`src/rtl/l1_dtlb_assoc.sv`:
```
`default_nettype none
// ============================================================================
//  Module      : l1_dtlb_assoc
//  Description : Fully associative L1 data TLB for the E stage. Each entry
//                holds an even/odd page pair (VPN2 granularity) tagged with
//                ASID/G. kseg0/kseg1 are direct-mapped. Misses are refilled
//                from the shared L2 TLB over a req/resp handshake with
//                variable latency. Replacement picks the lowest invalid
//                entry, otherwise a round-robin pointer.
//  Ports       : clk, rst (async, active high)
//                E_mem_en/E_mem_va        -> E_mem_pa/uncached/writeable
//                E_tlb_refill/E_tlb_invalid  registered exception flags
//                E_ready_go, E_dtlb_stall    pipeline handshake
//                cur_asid, fence_tlb         context / flush
//                l2_req/l2_vpn2 -> l2_resp/l2_found/l2_entry  refill port
//                l2_entry layout (MSB..LSB):
//                  {ASID, G, PFN0[19:0], C0, D0, V0, PFN1[19:0], C1, D1, V1}
//  Revision    : 1.0 - initial release
// ============================================================================
module l1_dtlb_assoc #(
    parameter int NR_ENTRY = 4,
    parameter int ASID_W   = 8
) (
    input  logic              clk,
    input  logic              rst,
    input  logic              E_mem_en,
    input  logic [31:0]       E_mem_va,
    output logic [31:0]       E_mem_pa,
    output logic              E_mem_uncached,
    output logic              E_mem_writeable,
    output logic              E_tlb_refill,
    output logic              E_tlb_invalid,
    input  logic              E_ready_go,
    output logic              E_dtlb_stall,
    input  logic [ASID_W-1:0] cur_asid,
    input  logic              fence_tlb,
    output logic              l2_req,
    output logic [18:0]       l2_vpn2,
    input  logic              l2_resp,
    input  logic              l2_found,
    input  logic [ASID_W+46:0] l2_entry
);

    localparam int ENTRY_W = ASID_W + 47;
    localparam int IDX_W   = (NR_ENTRY > 1) ? $clog2(NR_ENTRY) : 1;

    localparam logic [1:0] S_IDLE   = 2'd0;
    localparam logic [1:0] S_REFILL = 2'd1;
    localparam logic [1:0] S_EXC    = 2'd2;

    // ------------------------------------------------------------------
    // Entry storage: valid bits are reset, payload is not.
    // ------------------------------------------------------------------
    logic [NR_ENTRY-1:0] valid_q, valid_d;
    logic [18:0]         vpn2_q [NR_ENTRY];
    logic [ASID_W-1:0]   asid_q [NR_ENTRY];
    logic [19:0]         pfn0_q [NR_ENTRY];
    logic [19:0]         pfn1_q [NR_ENTRY];
    logic [NR_ENTRY-1:0] g_q;
    logic [NR_ENTRY-1:0] c0_q, d0_q, v0_q;
    logic [NR_ENTRY-1:0] c1_q, d1_q, v1_q;

    logic [1:0]       state_q, state_d;
    logic [IDX_W-1:0] rr_q;
    logic             refill_q, invalid_q, req_q;
    logic [18:0]      vpn2_req_q;
    logic             half_q;       // va[12] of the in-flight miss
    logic             fence_pend_q; // fence seen while waiting on L2

    // ------------------------------------------------------------------
    // L2 response fields
    // ------------------------------------------------------------------
    logic [ASID_W-1:0] w_l2_asid;
    logic              w_l2_g;
    logic [19:0]       w_l2_pfn0, w_l2_pfn1;
    logic              w_l2_c0, w_l2_d0, w_l2_v0;
    logic              w_l2_c1, w_l2_d1, w_l2_v1;
    logic              w_l2_vhalf;

    assign w_l2_asid  = l2_entry[ENTRY_W-1 -: ASID_W];
    assign w_l2_g     = l2_entry[46];
    assign w_l2_pfn0  = l2_entry[45:26];
    assign w_l2_c0    = l2_entry[25];
    assign w_l2_d0    = l2_entry[24];
    assign w_l2_v0    = l2_entry[23];
    assign w_l2_pfn1  = l2_entry[22:3];
    assign w_l2_c1    = l2_entry[2];
    assign w_l2_d1    = l2_entry[1];
    assign w_l2_v1    = l2_entry[0];
    assign w_l2_vhalf = half_q ? w_l2_v1 : w_l2_v0;

    // ------------------------------------------------------------------
    // Lookup
    // ------------------------------------------------------------------
    logic                w_direct;
    logic [NR_ENTRY-1:0] w_match;
    logic                w_hit;
    logic [IDX_W-1:0]    w_hit_idx;
    logic                w_half;
    logic                w_vhalf;

    assign w_direct = (E_mem_va[31:30] == 2'b10);
    assign w_half   = E_mem_va[12];

    always_comb begin
        w_match = '0;
        for (int i = 0; i < NR_ENTRY; i++) begin
            w_match[i] = valid_q[i] && (vpn2_q[i] == E_mem_va[31:13]) &&
                         (g_q[i] || (asid_q[i] == cur_asid));
        end
    end

    // Descending scan so the lowest matching index is the final winner;
    // with no match the index stays 0, which drives the don't-care data.
    always_comb begin
        w_hit_idx = '0;
        for (int i = NR_ENTRY - 1; i >= 0; i--) begin
            if (w_match[i]) w_hit_idx = IDX_W'(i);
        end
    end

    assign w_hit   = |w_match;
    assign w_vhalf = w_half ? v1_q[w_hit_idx] : v0_q[w_hit_idx];

    // ------------------------------------------------------------------
    // Victim selection and refill write
    // ------------------------------------------------------------------
    logic [IDX_W-1:0] w_victim;
    logic             w_use_rr;
    logic             w_fence;
    logic             w_resp;
    logic             w_write;

    always_comb begin
        w_victim = rr_q;
        w_use_rr = 1'b1;
        for (int i = NR_ENTRY - 1; i >= 0; i--) begin
            if (!valid_q[i]) begin
                w_victim = IDX_W'(i);
                w_use_rr = 1'b0;
            end
        end
    end

    assign w_fence = fence_tlb & E_ready_go;
    assign w_resp  = (state_q == S_REFILL) & l2_resp;
    // A fence anywhere during the refill window discards the response.
    assign w_write = w_resp & l2_found & ~w_fence & ~fence_pend_q;

    always_comb begin
        valid_d = valid_q;
        if (w_fence) begin
            valid_d = '0;
        end else if (w_write) begin
            valid_d[w_victim] = 1'b1;
        end
    end

    always_ff @(posedge clk) begin
        if (w_write) begin
            vpn2_q[w_victim] <= vpn2_req_q;
            asid_q[w_victim] <= w_l2_asid;
            g_q[w_victim]    <= w_l2_g;
            pfn0_q[w_victim] <= w_l2_pfn0;
            c0_q[w_victim]   <= w_l2_c0;
            d0_q[w_victim]   <= w_l2_d0;
            v0_q[w_victim]   <= w_l2_v0;
            pfn1_q[w_victim] <= w_l2_pfn1;
            c1_q[w_victim]   <= w_l2_c1;
            d1_q[w_victim]   <= w_l2_d1;
            v1_q[w_victim]   <= w_l2_v1;
        end
    end

    always_ff @(posedge clk or posedge rst) begin
        if (rst) begin
            valid_q <= '0;
            rr_q    <= '0;
        end else begin
            valid_q <= valid_d;
            if (w_write && w_use_rr) begin
                if (rr_q == IDX_W'(NR_ENTRY - 1)) rr_q <= '0;
                else                              rr_q <= rr_q + 1'b1;
            end
        end
    end

    // ------------------------------------------------------------------
    // FSM: state register
    // ------------------------------------------------------------------
    always_ff @(posedge clk or posedge rst) begin
        if (rst) state_q <= S_IDLE;
        else     state_q <= state_d;
    end

    // ------------------------------------------------------------------
    // FSM: next state
    // ------------------------------------------------------------------
    always_comb begin
        state_d = state_q;
        case (state_q)
            S_IDLE: begin
                if (E_mem_en && !w_direct) begin
                    if (!w_hit)        state_d = S_REFILL;
                    else if (!w_vhalf) state_d = S_EXC;
                end
            end
            S_REFILL: begin
                if (l2_resp) begin
                    // An access that went away no longer needs an exception.
                    if (!E_mem_en)        state_d = S_IDLE;
                    else if (!l2_found)   state_d = S_EXC;
                    else if (w_l2_vhalf)  state_d = S_IDLE;
                    else                  state_d = S_EXC;
                end
            end
            S_EXC: begin
                if (E_ready_go) state_d = S_IDLE;
            end
            default: state_d = S_IDLE;
        endcase
    end

    // ------------------------------------------------------------------
    // Registered outputs and refill bookkeeping
    // ------------------------------------------------------------------
    always_ff @(posedge clk or posedge rst) begin
        if (rst) begin
            refill_q     <= 1'b0;
            invalid_q    <= 1'b0;
            req_q        <= 1'b0;
            vpn2_req_q   <= '0;
            half_q       <= 1'b0;
            fence_pend_q <= 1'b0;
        end else begin
            case (state_q)
                S_IDLE: begin
                    if (E_mem_en && !w_direct) begin
                        if (!w_hit) begin
                            req_q        <= 1'b1;
                            vpn2_req_q   <= E_mem_va[31:13];
                            half_q       <= E_mem_va[12];
                            fence_pend_q <= 1'b0;
                        end else if (!w_vhalf) begin
                            invalid_q <= 1'b1;
                        end
                    end
                end
                S_REFILL: begin
                    if (l2_resp) begin
                        req_q        <= 1'b0;
                        fence_pend_q <= 1'b0;
                        if (E_mem_en) begin
                            if (!l2_found)        refill_q  <= 1'b1;
                            else if (!w_l2_vhalf) invalid_q <= 1'b1;
                        end
                    end else if (w_fence) begin
                        fence_pend_q <= 1'b1;
                    end
                end
                S_EXC: begin
                    if (E_ready_go) begin
                        refill_q  <= 1'b0;
                        invalid_q <= 1'b0;
                    end
                end
                default: ;
            endcase
        end
    end

    // ------------------------------------------------------------------
    // FSM: outputs
    // ------------------------------------------------------------------
    always_comb begin
        if (w_direct) begin
            E_mem_pa        = {3'b000, E_mem_va[28:0]};
            E_mem_uncached  = E_mem_va[29];
            E_mem_writeable = 1'b1;
        end else if (w_half) begin
            E_mem_pa        = {pfn1_q[w_hit_idx], E_mem_va[11:0]};
            E_mem_uncached  = ~c1_q[w_hit_idx];
            E_mem_writeable = d1_q[w_hit_idx];
        end else begin
            E_mem_pa        = {pfn0_q[w_hit_idx], E_mem_va[11:0]};
            E_mem_uncached  = ~c0_q[w_hit_idx];
            E_mem_writeable = d0_q[w_hit_idx];
        end
        E_dtlb_stall = E_mem_en &
                       ~((state_q == S_EXC) |
                         ((state_q == S_IDLE) & (w_direct | (w_hit & w_vhalf))));
    end

    assign E_tlb_refill  = refill_q;
    assign E_tlb_invalid = invalid_q;
    assign l2_req        = req_q;
    assign l2_vpn2       = vpn2_req_q;

endmodule
`default_nettype wire

```
`config.mk`:
```
export PLATFORM = sky130hd
export DESIGN_NAME = l1_dtlb_assoc
export DESIGN_NICKNAME = d
export VERILOG_FILES = /design/src/rtl/l1_dtlb_assoc.sv
export SDC_FILE = /design/constraint.sdc
export NUM_CORES = 1
export LEC_CHECK = 0
export BUFFER_PORTS_ARGS = -buffer_cell sky130_fd_sc_hd__buf_4
export CORE_UTILIZATION = 29
export DETAILED_ROUTE_END_ITERATION = 10
export GPL_TIMING_DRIVEN = 0
export PLACE_DENSITY = 0.42
export SLEW_MARGIN = 0
export SYNTH_ARGS = -nofsm -noshare
export SYNTH_HDL_FRONTEND = slang
export SYNTH_SLANG_ARGS = --single-unit
```
`constraint.sdc`:
```
create_clock -name clk -period 8.16 [get_ports clk]
set_clock_uncertainty 0.1 [all_clocks]
set_input_delay 0.408 -clock clk [delete_from_list [all_inputs] [get_ports clk]]
set_output_delay 0.408 -clock clk [all_outputs]
set_load 0.05 [all_outputs]
```
* Word-level counts from Yosys, hierarchy flattened
Memory sizes are Yosys's and may differ from the RTL's.
Cells that the tools add are included.
** Storage, ports and cells
- Bits in registers :: 60
- Latch bits :: 0
- Bits in writable memories :: 268
- ROM bits :: 0
- Input port bits :: 102
- Output and inout bits :: 57
- Memories :: 4
** Cells by class
- $add $sub $neg :: 1
- Multiply operators :: 0
- Divide/modulo/power cells :: 0
- $lt $le $gt $ge :: 3
- Equal/unequal tests :: 24
- Shift-type cells :: 0
- Multiplexer cells :: 77
- Bitwise operators :: 17
- Reductions and logical operators :: 28
** Memory list
- pfn0_q :: words 4, width 20, rd ports 1, clocked after Yosys merged registers in 0, write ports 1, RTL line 57 : logic [19:0] pfn0_q [NR_ENTRY];
- pfn1_q :: words 4, width 20, rd ports 1, clocked after Yosys merged registers in 0, write ports 1, RTL line 58 : logic [19:0] pfn1_q [NR_ENTRY];
- vpn2_q :: words 4, width 19, rd ports 4, clocked after Yosys merged registers in 0, write ports 1, RTL line 55 : logic [18:0] vpn2_q [NR_ENTRY];
- asid_q :: words 4, width 8, rd ports 4, clocked after Yosys merged registers in 0, write ports 1, RTL line 56 : logic [ASID_W-1:0] asid_q [NR_ENTRY];
** Operators by type and width (number)
- equality test 19 bit :: 4
- 2-to-1 mux 32 bit :: 2
- 2-to-1 mux 1 bit :: 37
- 2-to-1 mux 2 bit :: 17
- equality test 8 bit :: 4
- bitwise mux 4 bit :: 7
- != test 2 bit, second input constant :: 10
- binary-select mux 1 bit (select 2 bit) :: 6
- AND reduction 4 bit :: 3
- logical AND 1 bit :: 11
- AND reduction 9 bit :: 1
- AND 1 bit :: 8
- 2-to-1 mux 4 bit :: 2
- equality test 2 bit, second input constant :: 3
- less-than comparator 2 x 3 -> 1 bit, second input constant :: 2
- != test 3 bit, second input constant :: 2
- inverter 1 bit :: 6
- one-hot mux 1 bit (2 select lines) :: 3
- one-hot mux 2 bit (3 select lines) :: 1
- nonzero test 2 bit :: 3
- AND reduction 5 bit :: 1
- logical OR 1 bit :: 4
- OR 4 bit :: 1
- OR reduction 4 bit :: 1
- other kinds (10) :: 11

* Longest topological paths before layout
Gate-level depths: netlist (run 1).
- Depth after elaboration :: 16
- Depth in mapped cells :: 13
- Depth with buffers taken out :: 9

* Worst setup path after synthesis (run 1)
No wires, ideal clock.
- Path kind :: register to register
- Start point :: register state_q[1]
- End point :: memory asid_q[1][0] (enable)
- Data arrival time :: 6329 ps
- Required time :: 7462 ps
- Setup slack :: 1134 ps
- Stages on the path, launching flop included :: 7
- Path buffers :: 1
- Clock period less this slack :: 7026 ps
- Cells stage by stage :: dfrtp_1 > clkbuf_1 > nor2b_1 > nand3_1 > nor3b_1 > nand2_1 > nor3_1
** On the way
- Cells in the longest elaborated chain, start to end :: 7
** RTL lines
- start: declaration :: RTL line 63 : logic [1:0] state_q, state_d;
- start signal: assignment :: RTL line 193 : else state_q <= state_d;
- equality test 2 x 1 -> 1 bit :: RTL line 146 : assign w_resp = (state_q == S_REFILL) & l2_resp;
- AND 1 bit :: RTL line 146
- AND 1 bit (3 in a row) :: RTL line 148 : assign w_write = w_resp & l2_found & ~w_fence & ~fence_pend_q;
- 2-to-1 mux 1 bit :: RTL line 160 : if (w_write) begin
- 2-to-1 mux 1 bit (not written as such) :: RTL line 162 : asid_q[w_victim] <= w_l2_asid;
- end: declaration :: RTL line 56
No other way between the ends.

==> results of run 1 <==
[worst reg2reg max path, delay by kind of cell, from the launching register on]
| kind | cells | cell delay, ns |
|---|---|---|
| buffers and inverters | 1 | 0.45 |
| and+or+nand+nor | 3 | 1.32 |
| xor gates and xnor gates | 1 | 0.15 |
| AOI/OAI and AO/OA | 4 | 1.44 |
| DFF | 1 | 0.37 |
[cells by family (layout without fill, tap and decap cells)]
family	after synthesis	in the layout	synth area share
AO/OA/AOI/OAI	67	67	0.03729
XOR/XNOR	108	108	0.07012
adder cells (fa/ha/maj)	1	1	0.0009274
buffers and inverters	58	330	0.02439
flip-flops	328	328	0.7183
multiplexers	101	101	0.09749
other	0	1	0
AND/OR/NAND/NOR	118	118	0.05148
[state kept, by name, summed over array words and instances, names as in the netlist]
register,count
half_q,1
l2_vpn2,19
v0_q,4
fence_pend_q,1
vpn2_q,76
E_tlb_refill,1
l2_req,1
pfn1_q,80
c0_q,4
v1_q,4
d1_q,4
g_q,4
pfn0_q,80
rr_q,2
d0_q,4
E_tlb_invalid,1
valid_q,4
c1_q,4
state_q,2
asid_q,32
[power breakdown]
part | switching [uW] | internal [uW]
Combinational | 355 | 196
Sequential | 79.8 | 1940
Clock | 680 | 1050
Total | 1110 | 3190
[final timing paths]
path	to	slack (ns)	depth (start not counted)
setup reg to reg	E_tlb_invalid	4.28	9
setup / recovery	E_mem_pa[27]	3.04	10
min in group asynchronous	E_tlb_refill	0.38	4
hold / removal	fence_pend_q	0.07	4
max in group asynchronous	l2_vpn2[4]	7.38	4
hold reg to reg	fence_pend_q	0.43	2
[through the flow]
stage | setup slack [ns] | total power (uW)
floorplan | 1.134 | 2355
global placement | -4.324 | 2588
detailed placement | 3.366 | 2593
CTS | 2.967 | 4367
global route | 2.833 | 4463
finish | 3.040 | 4303
[metal layers]
metal | vias up | GRT usage | part of all wire | wire length [um]
met5 | - | 0 | 0 | 0
met4 | 0 | 0.04437 | 0.016 | 581
met3 | 33 | 0.02455 | 0.044 | 1618
met2 | 181 | 0.2702 | 0.51 | 18610
met1 | 3809 | 0.1982 | 0.43 | 15560
li1 | 3541 | - | - | -
[Yosys cell counts, types with 2 or more instances]
master | n | area [sq um]
sky130_fd_sc_hd__inv_1 | 5 | 18.77
sky130_fd_sc_hd__nand4_1 | 12 | 75.07
sky130_fd_sc_hd__o21ai_0 | 6 | 30.03
sky130_fd_sc_hd__mux4_2 | 22 | 495.5
sky130_fd_sc_hd__xnor2_1 | 28 | 245.2
sky130_fd_sc_hd__nand3_1 | 13 | 65.06
sky130_fd_sc_hd__nand2_1 | 16 | 60.06
sky130_fd_sc_hd__nor4b_1 | 4 | 35.03
sky130_fd_sc_hd__nor3_1 | 3 | 15.01
sky130_fd_sc_hd__and2_1 | 4 | 25.02
sky130_fd_sc_hd__edfxtp_1 | 296 | 8889
sky130_fd_sc_hd__buf_6 | 3 | 33.78
sky130_fd_sc_hd__or4_1 | 8 | 60.06
sky130_fd_sc_hd__nor4_1 | 30 | 187.7
sky130_fd_sc_hd__nand4b_1 | 4 | 35.03
sky130_fd_sc_hd__dfrtp_1 | 32 | 800.8
sky130_fd_sc_hd__o22ai_1 | 18 | 112.6
sky130_fd_sc_hd__clkbuf_1 | 18 | 67.56
sky130_fd_sc_hd__mux2i_1 | 56 | 560.5
sky130_fd_sc_hd__nor2_1 | 13 | 48.80
sky130_fd_sc_hd__a221o_1 | 17 | 170.2
sky130_fd_sc_hd__buf_2 | 16 | 80.08
sky130_fd_sc_hd__o21bai_1 | 2 | 15.01
sky130_fd_sc_hd__buf_4 | 14 | 105.1
sky130_fd_sc_hd__nor2b_1 | 3 | 18.77
sky130_fd_sc_hd__a31o_2 | 2 | 17.52
sky130_fd_sc_hd__a21oi_1 | 8 | 40.04
sky130_fd_sc_hd__a31oi_1 | 4 | 25.02
sky130_fd_sc_hd__mux2_2 | 23 | 259.0
sky130_fd_sc_hd__o21a_1 | 2 | 15.01
sky130_fd_sc_hd__a21o_1 | 2 | 15.01
sky130_fd_sc_hd__xor2_1 | 80 | 700.7
sky130_fd_sc_hd__nand2b_1 | 3 | 18.77
[final cells by class]
type,instances,area (sq um)
Antenna cell,1,2.502
Buffer,53,310.3
Clock buffer,46,1022
Clock inverter,23,250.2
Fill cell,4285,28240
Inverter,5,18.77
Multi-Input combinational cell,395,3502
Sequential cell,328,9689
Tap cell,600,750.7
Timing Repair Buffer,203,1892
[repair_timing]
action | in CTS | in global routing
gates resized for setup | 0 | 0
hold buffers | 56 | 0
hold endpoints to repair | 252 | 0
==> metrics.md, run 1 <==
| Metric | Value |
|---|---|
| Worst path max stage delay | `0.68 ns` |
| Worst relative slew slack | `0.2819` |
| Critical Path Sink Type | `output pin` |
| Hold violation count in the final report | `0` |
| Cell Count, Final, Fillers Out | `1654` |
| Max IR drop VDD | `142.1 uV` |
| Arrival time at the worst endpoint | `4.61 ns` |
| Critical Setup Path Class | `flip-flop to output pin` |
| Clock buffer depth | `3` |
| Number of synthesized register bits | `328` |
| Die area | `0.04738 sq mm` |
| Overall overflow remaining after global route | `0` |
| Clock latency of the later-clocked register in the worst-skew pair | `0.55 ns` |
| Final setup viols | `0` |
| Drc violations | `0` |
| Mapped Nets | `884` |
| Final std cell area, no fill | `0.01744 sq mm` |
| Count of synthesis-stage warnings from yosys | `0` |
| Number of optimization iterations in the first detailed-route pass | `4` |
| Commonest non-fill, non-tap cells in the layout | `296 x sky130_fd_sc_hd__edfxtp_1, 141 x sky130_fd_sc_hd__buf_4, 80 x sky130_fd_sc_hd__xor2_1` |
| Crit path cell chain | `xor2_1 -> nor4_1 -> a21oi_1 -> or4_1 -> a21boi_2 -> nand3_1 -> buf_2 -> o22ai_1 -> a221o_1 -> buf_4` |
| Violation count after the first detailed-routing iteration | `365` |
| Fraction of the cycle the final worst path needs | `0.6275` |
| CP required | `7.65 ns` |
| Placement-stage cell area | `0.01560 sq mm` |
| Detailed-route wire length | `36380 um` |
| Final min period | `5.120 ns` |
| CP max FO | `10` |
| Kind of cell adding the most delay to the critical path | `simple AND/OR/NAND/NOR gates` |
| Average routed wire per standard cell | `21.99 um` |
| Clk pin slew, worst setup/hold paths | `0.06 ns` |
| Setup repair after global routing missed its margin | `false` |
| Starting utilization of the core area | `0.2953` |
| Area overhead of the layout relative to synthesis | `29.27%` |
| Count of nets left with antenna violations after detail routing | `0` |
| Cell with the largest stage delay on the worst path | `sky130_fd_sc_hd__or4_1` |
| Leakage component of the power | `0.006390 uW` |
| Commonest non-fill, non-tap cell in the layout | `sky130_fd_sc_hd__edfxtp_1` |
| Ratio of cells with drive above 1 in the final layout | `0.2783` |
| Initial antenna violation count | `1` |
| Number of buffer and inverter stages on the critical path | `2` |
| Area of the mapped netlist | `0.01349 sq mm` |
| First-pass GRT wire length | `53000 um` |
| Vias in the first global route | `7909` |
| Number of placed I/O pins | `159` |
| Min-delay src | `l2_resp` |
| Cell count after synthesis | `781` |
| Horiz. Die Dim | `217.7 um` |
| Fmax | `195.3 MHz` |
| Sequential area share after synthesis | `0.7183` |
| Global-route usage over all layers | `0.1552` |
| H-tree levels | `2` |
| Transition time at the pin with the least slew margin | `1.077 ns` |
| Critical Path Start Type | `flip-flop` |
| Post-route worst hold slack | `0.07259 ns` |
| Synth Area per Inst | `17.27 sq um` |
| TritonCTS Sinks | `328` |
| Count of nets after finishing | `1127` |
| Gp weighted congestion | `0.7611` |
| Largest net degree at the start of global routing | `33` |
| First element of the critical path | `asid_q[3][4]` |
| Result of the run | `complete, no violations` |
| Port buffer count | `127` |
| Total negative slack | `0 ns` |
| Total count of max-transition violations in the final report | `0` |
| Power density relative to cell area | `246.8 mW/mm^2` |
| Share of synthesized registers carrying an async set or reset | `0.09756` |
| Post-synth top flop | `sky130_fd_sc_hd__edfxtp_1` |
| Post-placement cell count | `1528` |
| HPWL Detailed | `25460 um` |
| Maxcap violations | `0` |
| Core ar. | `0.04567 sq mm` |
| Critical register-to-register path startpoint | `asid_q[3][4]` |
| Site Rows | `78` |
| Number of buffers inserted by post-CTS setup repair | `0` |
| Root Driver | `sky130_fd_sc_hd__clkbuf_16` |
| Drt via density | `4.573` |
| Count of distinct cell types in the synthesized netlist | `47` |
| Worst Hold Class | `input port to flip-flop` |
| Clock tree from TritonCTS | `yes` |
| Die Y-Extent | `217.7 um` |
| Total via count in the routed design | `7564` |
| Share of the core filled with cells in the final layout | `0.3818` |
| Number of enable-type register cells in the synthesized netlist | `296` |
| Number of buffers added by the clock tree synthesis step | `38` |
No activity file was read; power rests on OpenSTA's default activity.
==> run 2: changes to the inputs <==
==> constraint.sdc (replaced) <==
create_clock -name clk -period 5.3 [get_ports clk]
set_clock_uncertainty 0.1 [all_clocks]
set_input_delay 0.265 -clock clk [delete_from_list [all_inputs] [get_ports clk]]
set_output_delay 0.265 -clock clk [all_outputs]
set_load 0.05 [all_outputs]
==> metrics.md, run 2 (synthesis gave the netlist of run 1 again) <==
| Metric | Value |
|---|---|
| Horiz. Die Dim | `217.7 um` |
| Global-route usage over all layers | `0.1541` |
| First-pass GRT wire length | `53120 um` |
| Result of the run | `complete, no violations` |
| Hold violation count in the final report | `0` |
| Overall overflow remaining after global route | `0` |
| Site Rows | `78` |
| CP required | `4.93 ns` |
| Fmax | `201.1 MHz` |
| Largest net degree at the start of global routing | `33` |
| Critical Path Sink Type | `output pin` |
| Number of buffers added by the clock tree synthesis step | `39` |
| Core ar. | `0.04567 sq mm` |
| Worst setup endpoint | `E_mem_pa[28]` |
| Total negative slack | `0 ns` |
| Power density relative to cell area | `375.3 mW/mm^2` |
| Arrival time at the worst endpoint | `4.61 ns` |
| Total via count in the routed design | `7748` |
| Count of nets left with antenna violations after detail routing | `0` |
| Detailed-route wire length | `36150 um` |
| Ratio of cells with drive above 1 in the final layout | `0.2687` |
| Critical register-to-register path startpoint | `asid_q[2][4]` |
| Clock buffer depth | `3` |
| Slack of the worst reg-to-reg path | `1.38 ns` |
| Initial antenna violation count | `0` |
| Fill cell count | `4324` |
| Port buffer count | `127` |
| Largest registers | `pfn0_q: 80 flops, pfn1_q: 80 flops, vpn2_q: 76 flops` |
| Maxcap violations | `0` |
| Critical Setup Path Class | `flip-flop to output pin` |
| First element of the critical path | `asid_q[2][4]` |
| Number of optimization iterations in the first detailed-route pass | `5` |
| Fraction of the cycle the final worst path needs | `0.9380` |
| Max IR drop VDD | `173.8 uV` |
| Worst relative slew slack | `0.3443` |
| Setup repair after global routing missed its margin | `false` |
| Average routed wire per standard cell | `21.81 um` |
| Drt via density | `4.673` |
| Vias in the first global route | `7934` |
| CP max FO | `10` |
| Count of nets after finishing | `1133` |
| Transition time at the pin with the least slew margin | `0.9836 ns` |
| Depth of the worst register-to-register path | `10` |
| Die Y-Extent | `217.7 um` |
| Final min period | `4.971 ns` |
| Violation count after the first detailed-routing iteration | `473` |
| Leakage component of the power | `0.006394 uW` |
| Commonest non-fill, non-tap cells in the layout | `296 x sky130_fd_sc_hd__edfxtp_1, 141 x sky130_fd_sc_hd__buf_4, 80 x sky130_fd_sc_hd__xor2_1` |
| Starting utilization of the core area | `0.2953` |
| Clock latency of the later-clocked register in the worst-skew pair | `0.54 ns` |
| Worst Hold Class | `input port to flip-flop` |
| Drc violations | `0` |
| Post-placement cell count | `1525` |
| Root Driver | `sky130_fd_sc_hd__clkbuf_16` |
| Placement-stage cell area | `0.01562 sq mm` |
| Clk pin slew, worst setup/hold paths | `0.06 ns` |
| Commonest non-fill, non-tap cell in the layout | `sky130_fd_sc_hd__edfxtp_1` |
| TritonCTS Sinks | `328` |
| Number of placed I/O pins | `159` |
| Final std cell area, no fill | `0.01748 sq mm` |
| Critical Path Start Type | `flip-flop` |
| H-tree levels | `2` |
| RR Endpoint | `E_tlb_invalid` |
| Total count of max-transition violations in the final report | `0` |
| Clock tree from TritonCTS | `yes` |
| Final setup viols | `0` |
| Cell Count, Final, Fillers Out | `1658` |
| Gp weighted congestion | `0.7599` |
| Die area | `0.04738 sq mm` |
| HPWL Detailed | `25470 um` |
| Area overhead of the layout relative to synthesis | `29.59%` |
==> run 2: cell count changes in the layout (fill, tap and decap cells not counted), sizes merged <==
cell and change:
inv +3, dlygate4sd3 +8, clkinv -9, clkbuf +10, bufinv -2, clkinvlp -3
buf -3
==> run 2: final cells by class <==
type	instances	area, sq um	area share
multi-input combinational	395	3508	0.2007
inverter	5	18.77	0.001074
clock buffer	56	1070	0.06120
clock inverter	12	146.4	0.008374
tap	600	750.7	0.04295
timing repair buffer	208	1984	0.1135
antenna	1	2.502	0.0001432
buffer	53	310.3	0.01775
sequential	328	9689	0.5543
==> run 2: worst max-delay path, cell delays in order (launching register included) <==
cell and delay (ns):
sky130_fd_sc_hd__edfxtp_1 0.37, sky130_fd_sc_hd__xor2_1 0.16, sky130_fd_sc_hd__nor4_1 0.50, sky130_fd_sc_hd__a21oi_1 0.25, sky130_fd_sc_hd__or4_1 0.60, sky130_fd_sc_hd__buf_2 0.19
sky130_fd_sc_hd__a21boi_2 0.55, sky130_fd_sc_hd__nand3b_1 0.39, sky130_fd_sc_hd__buf_2 0.35, sky130_fd_sc_hd__o22ai_1 0.15, sky130_fd_sc_hd__a221o_1 0.33, sky130_fd_sc_hd__buf_4 0.21
==> run 2: how the worst min path moves through the flow <==
stage | from | end | slack (ns) | cells after the start
final | fence_tlb | valid_q[2] | 0.05 | 3
after global routing | E_mem_va[25] | l2_vpn2[12] | 0.05 | 2
after CTS | fence_tlb | valid_q[2] | 0.04 | 3
after detailed placement | rst | l2_vpn2[17] | 0.25 | 3
after global placement | l2_entry[31] | pfn0_q[3][5] | 0.37 | 1
after floorplan | l2_entry[47] | asid_q[0][0] | 0.26 | 0
==> run 2: metrics by stage <==
step / util / total power, uW / setup slack, ns / hold WS [ns]
global route: 0.3827 / 6809 / 0.05610 / 0.05333
detailed placement: 0.3420 / 4005 / 0.6840 / 0.2458
floorplan: - / 3624 / 0.2717 / 0.2639
CTS: 0.3827 / 6659 / 0.1638 / 0.04030
finish: 0.3827 / 6560 / 0.3285 / 0.04948
global placement: 0.3328 / 3985 / -3.180 / 0.3673
==> run 2: timing repair <==
| item | CTS | global route |
|---|---|---|
| hold buffers | 64 | 0 |
| setup buffers | 0 | 0 |
| endpoints found under the hold margin | 259 | 0 |
| gates resized for setup | 0 | 0 |
==> run 2: per-layer routing <==
metal	track usage	routed length [um]	vias up
met5	0	0	-
met4	0.04390	729	0
met3	0.02901	1726	46
met2	0.2555	17690	201
met1	0.2047	16010	3939
li1	-	-	3562
==> run 2: where the power goes <==
part / total (uW) / internal, uW / switching (uW)
sequential: 3110 / 2990 / 124
clock: 2590 / 1550 / 1040
combinational: 859 / 310 / 549
==> run 3: changes to the inputs <==
--- a/config.mk
+++ b/config.mk
@@ -5,7 +5,7 @@
 export SDC_FILE = /design/constraint.sdc
 export NUM_CORES = 1
 export LEC_CHECK = 0
-export BUFFER_PORTS_ARGS = -buffer_cell sky130_fd_sc_hd__buf_4
+export BUFFER_PORTS_ARGS = -buffer_cell sky130_fd_sc_hd__buf_2
 export CORE_UTILIZATION = 29
 export DETAILED_ROUTE_END_ITERATION = 10
 export GPL_TIMING_DRIVEN = 0
==> metrics.md, run 3 (synthesis gave the netlist of run 1 again) <==
| Metric | Value |
|---|---|
| Horiz. Die Dim | `217.7 um` |
| Worst Hold Class | `input port to flip-flop` |
| Fraction of the cycle the final worst path needs | `0.9211` |
| Final min period | `4.882 ns` |
| RR Endpoint | `state_q[1]` |
| Antenna diode count | `0` |
| Share of the core filled with cells in the final layout | `0.3755` |
| Worst setup endpoint | `E_mem_pa[27]` |
| Port buffer count | `127` |
| Die area | `0.04738 sq mm` |
| Count of nets left with antenna violations after detail routing | `0` |
| Largest registers | `pfn0_q: 80 flops, pfn1_q: 80 flops, vpn2_q: 76 flops` |
| Largest net degree at the start of global routing | `26` |
| First-pass GRT wire length | `53090 um` |
| Clock tree from TritonCTS | `yes` |
| Maxcap violations | `0` |
| HPWL Detailed | `25590 um` |
| Drt via density | `4.597` |
| Total power | `6447 uW` |
| Commonest non-fill, non-tap cells in the layout | `296 x sky130_fd_sc_hd__edfxtp_1, 142 x sky130_fd_sc_hd__buf_2, 80 x sky130_fd_sc_hd__xor2_1` |
| H-tree levels | `2` |
| Die Y-Extent | `217.7 um` |
| Arrival time at the worst endpoint | `4.52 ns` |
| Starting utilization of the core area | `0.2953` |
| Global-route usage over all layers | `0.1551` |
| Root Driver | `sky130_fd_sc_hd__clkbuf_16` |
| Critical Setup Path Class | `flip-flop to output pin` |
| Leakage component of the power | `0.006281 uW` |
| Number of optimization iterations in the first detailed-route pass | `5` |
| Power density relative to cell area | `375.9 mW/mm^2` |
| Area overhead of the layout relative to synthesis | `27.14%` |
| Count of nets after finishing | `1132` |
| Average routed wire per standard cell | `21.85 um` |
| Drc violations | `0` |
| Transition time at the pin with the least slew margin | `1.031 ns` |
| Number of placed I/O pins | `159` |
| Critical Path Start Type | `flip-flop` |
| First element of the critical path | `asid_q[2][4]` |
| Number of buffers added by the clock tree synthesis step | `38` |
| Total via count in the routed design | `7617` |
| Overall overflow remaining after global route | `0` |
| Final std cell area, no fill | `0.01715 sq mm` |
| Total count of max-transition violations in the final report | `0` |
| Placement-stage cell area | `0.01530 sq mm` |
| CP required | `4.93 ns` |
| Fmax | `204.8 MHz` |
| Max IR drop VDD | `228.5 uV` |
| Worst relative slew slack | `0.3128` |
| Site Rows | `78` |
| Commonest non-fill, non-tap cell in the layout | `sky130_fd_sc_hd__edfxtp_1` |
| Slack of the worst reg-to-reg path | `1.50 ns` |
| Hold violation count in the final report | `0` |
| Clk pin slew, worst setup/hold paths | `0.06 ns` |
| Violation count after the first detailed-routing iteration | `415` |
| Critical Path Sink Type | `output pin` |
| Vias in the first global route | `7767` |
| Critical register-to-register path startpoint | `asid_q[2][4]` |
| Detailed-route wire length | `36200 um` |
| Depth of the worst register-to-register path | `10` |
| Setup repair after global routing missed its margin | `false` |
| Result of the run | `complete, no violations` |
| Clock buffer depth | `3` |
| Final setup viols | `0` |
| Gp weighted congestion | `0.8150` |
| Ratio of cells with drive above 1 in the final layout | `0.2658` |
| Clock latency of the later-clocked register in the worst-skew pair | `0.56 ns` |
| Initial antenna violation count | `1` |
| Core ar. | `0.04567 sq mm` |
| CP max FO | `10` |
| TritonCTS Sinks | `328` |
==> run 3: through the flow <==
| step | setup slack (ns) | instances | TNS (ns) | hold WS [ns] |
|---|---|---|---|---|
| final | 0.4184 | 1657 | 0 | 0.04313 |
| after global placement | -3.179 | 1508 | -727.22 | 0.3825 |
| after CTS | 0.04398 | 1657 | 0 | 0.02430 |
| after global routing | 0.06260 | 1657 | 0 | 0.03793 |
| after detailed placement | 0.5732 | 1525 | 0 | 0.1742 |
| after floorplan | 0.2717 | 781 | 0 | 0.2639 |
==> run 3: worst max-delay path, stage by stage, from the launching register on <==
cell and delay [ns]:
sky130_fd_sc_hd__edfxtp_1 0.37, sky130_fd_sc_hd__xor2_1 0.15, sky130_fd_sc_hd__nor4_1 0.49, sky130_fd_sc_hd__a21oi_1 0.25
sky130_fd_sc_hd__or4_1 0.62, sky130_fd_sc_hd__buf_2 0.21, sky130_fd_sc_hd__a21boi_4 0.43, sky130_fd_sc_hd__nand3_1 0.41
sky130_fd_sc_hd__buf_2 0.35, sky130_fd_sc_hd__o22ai_1 0.23, sky130_fd_sc_hd__a221o_1 0.18, sky130_fd_sc_hd__buf_2 0.27
==> run 3: power by group <==
group          total [uW]  switching [uW]  internal [uW]
clock network        2540            1050           1490
logic                 810             561            249
registers            3100             112           2990
==> run 3: timing repair <==
action                                 CTS  global route
buffers inserted                         0             0
hold buffers                            64             0
setup endpoints to repair                0            17
endpoints found under the hold margin  259             0
gates resized for setup                  0             2
==> run 3: how the worst min path moves through the flow <==
stage | from | to | slack (ns) | cells past startpoint
2_1_floorplan | l2_entry[47] | asid_q[0][0] | 0.26 | 0
3_3_place_gp | l2_entry[31] | pfn0_q[2][5] | 0.38 | 1
3_5_place_dp | rst | l2_vpn2[17] | 0.17 | 2
4_1_cts | E_mem_va[25] | l2_vpn2[12] | 0.02 | 2
5_1_grt | E_mem_va[25] | l2_vpn2[12] | 0.04 | 2
6_report | E_mem_va[25] | l2_vpn2[12] | 0.04 | 2
==> run 3: cell type report <==
class,instances,area (sq um)
Timing Repair Buffer,208,1664
Clock inverter,15,191.4
Fill cell,4340,28520
Multi-Input combinational cell,395,3516
Buffer,53,312.8
Clock buffer,53,1007
Sequential cell,328,9689
Inverter,5,18.77
Tap cell,600,750.7
==> run 3: routing by layer <==
| layer | wire length, um | vias up | global-route usage |
|---|---|---|---|
| met5 | 0 | - | 0 |
| met4 | 608 | 0 | 0.03944 |
| met3 | 1933 | 45 | 0.03529 |
| met2 | 17630 | 195 | 0.2566 |
| met1 | 16020 | 3821 | 0.2045 |
| li1 | - | 3556 | - |
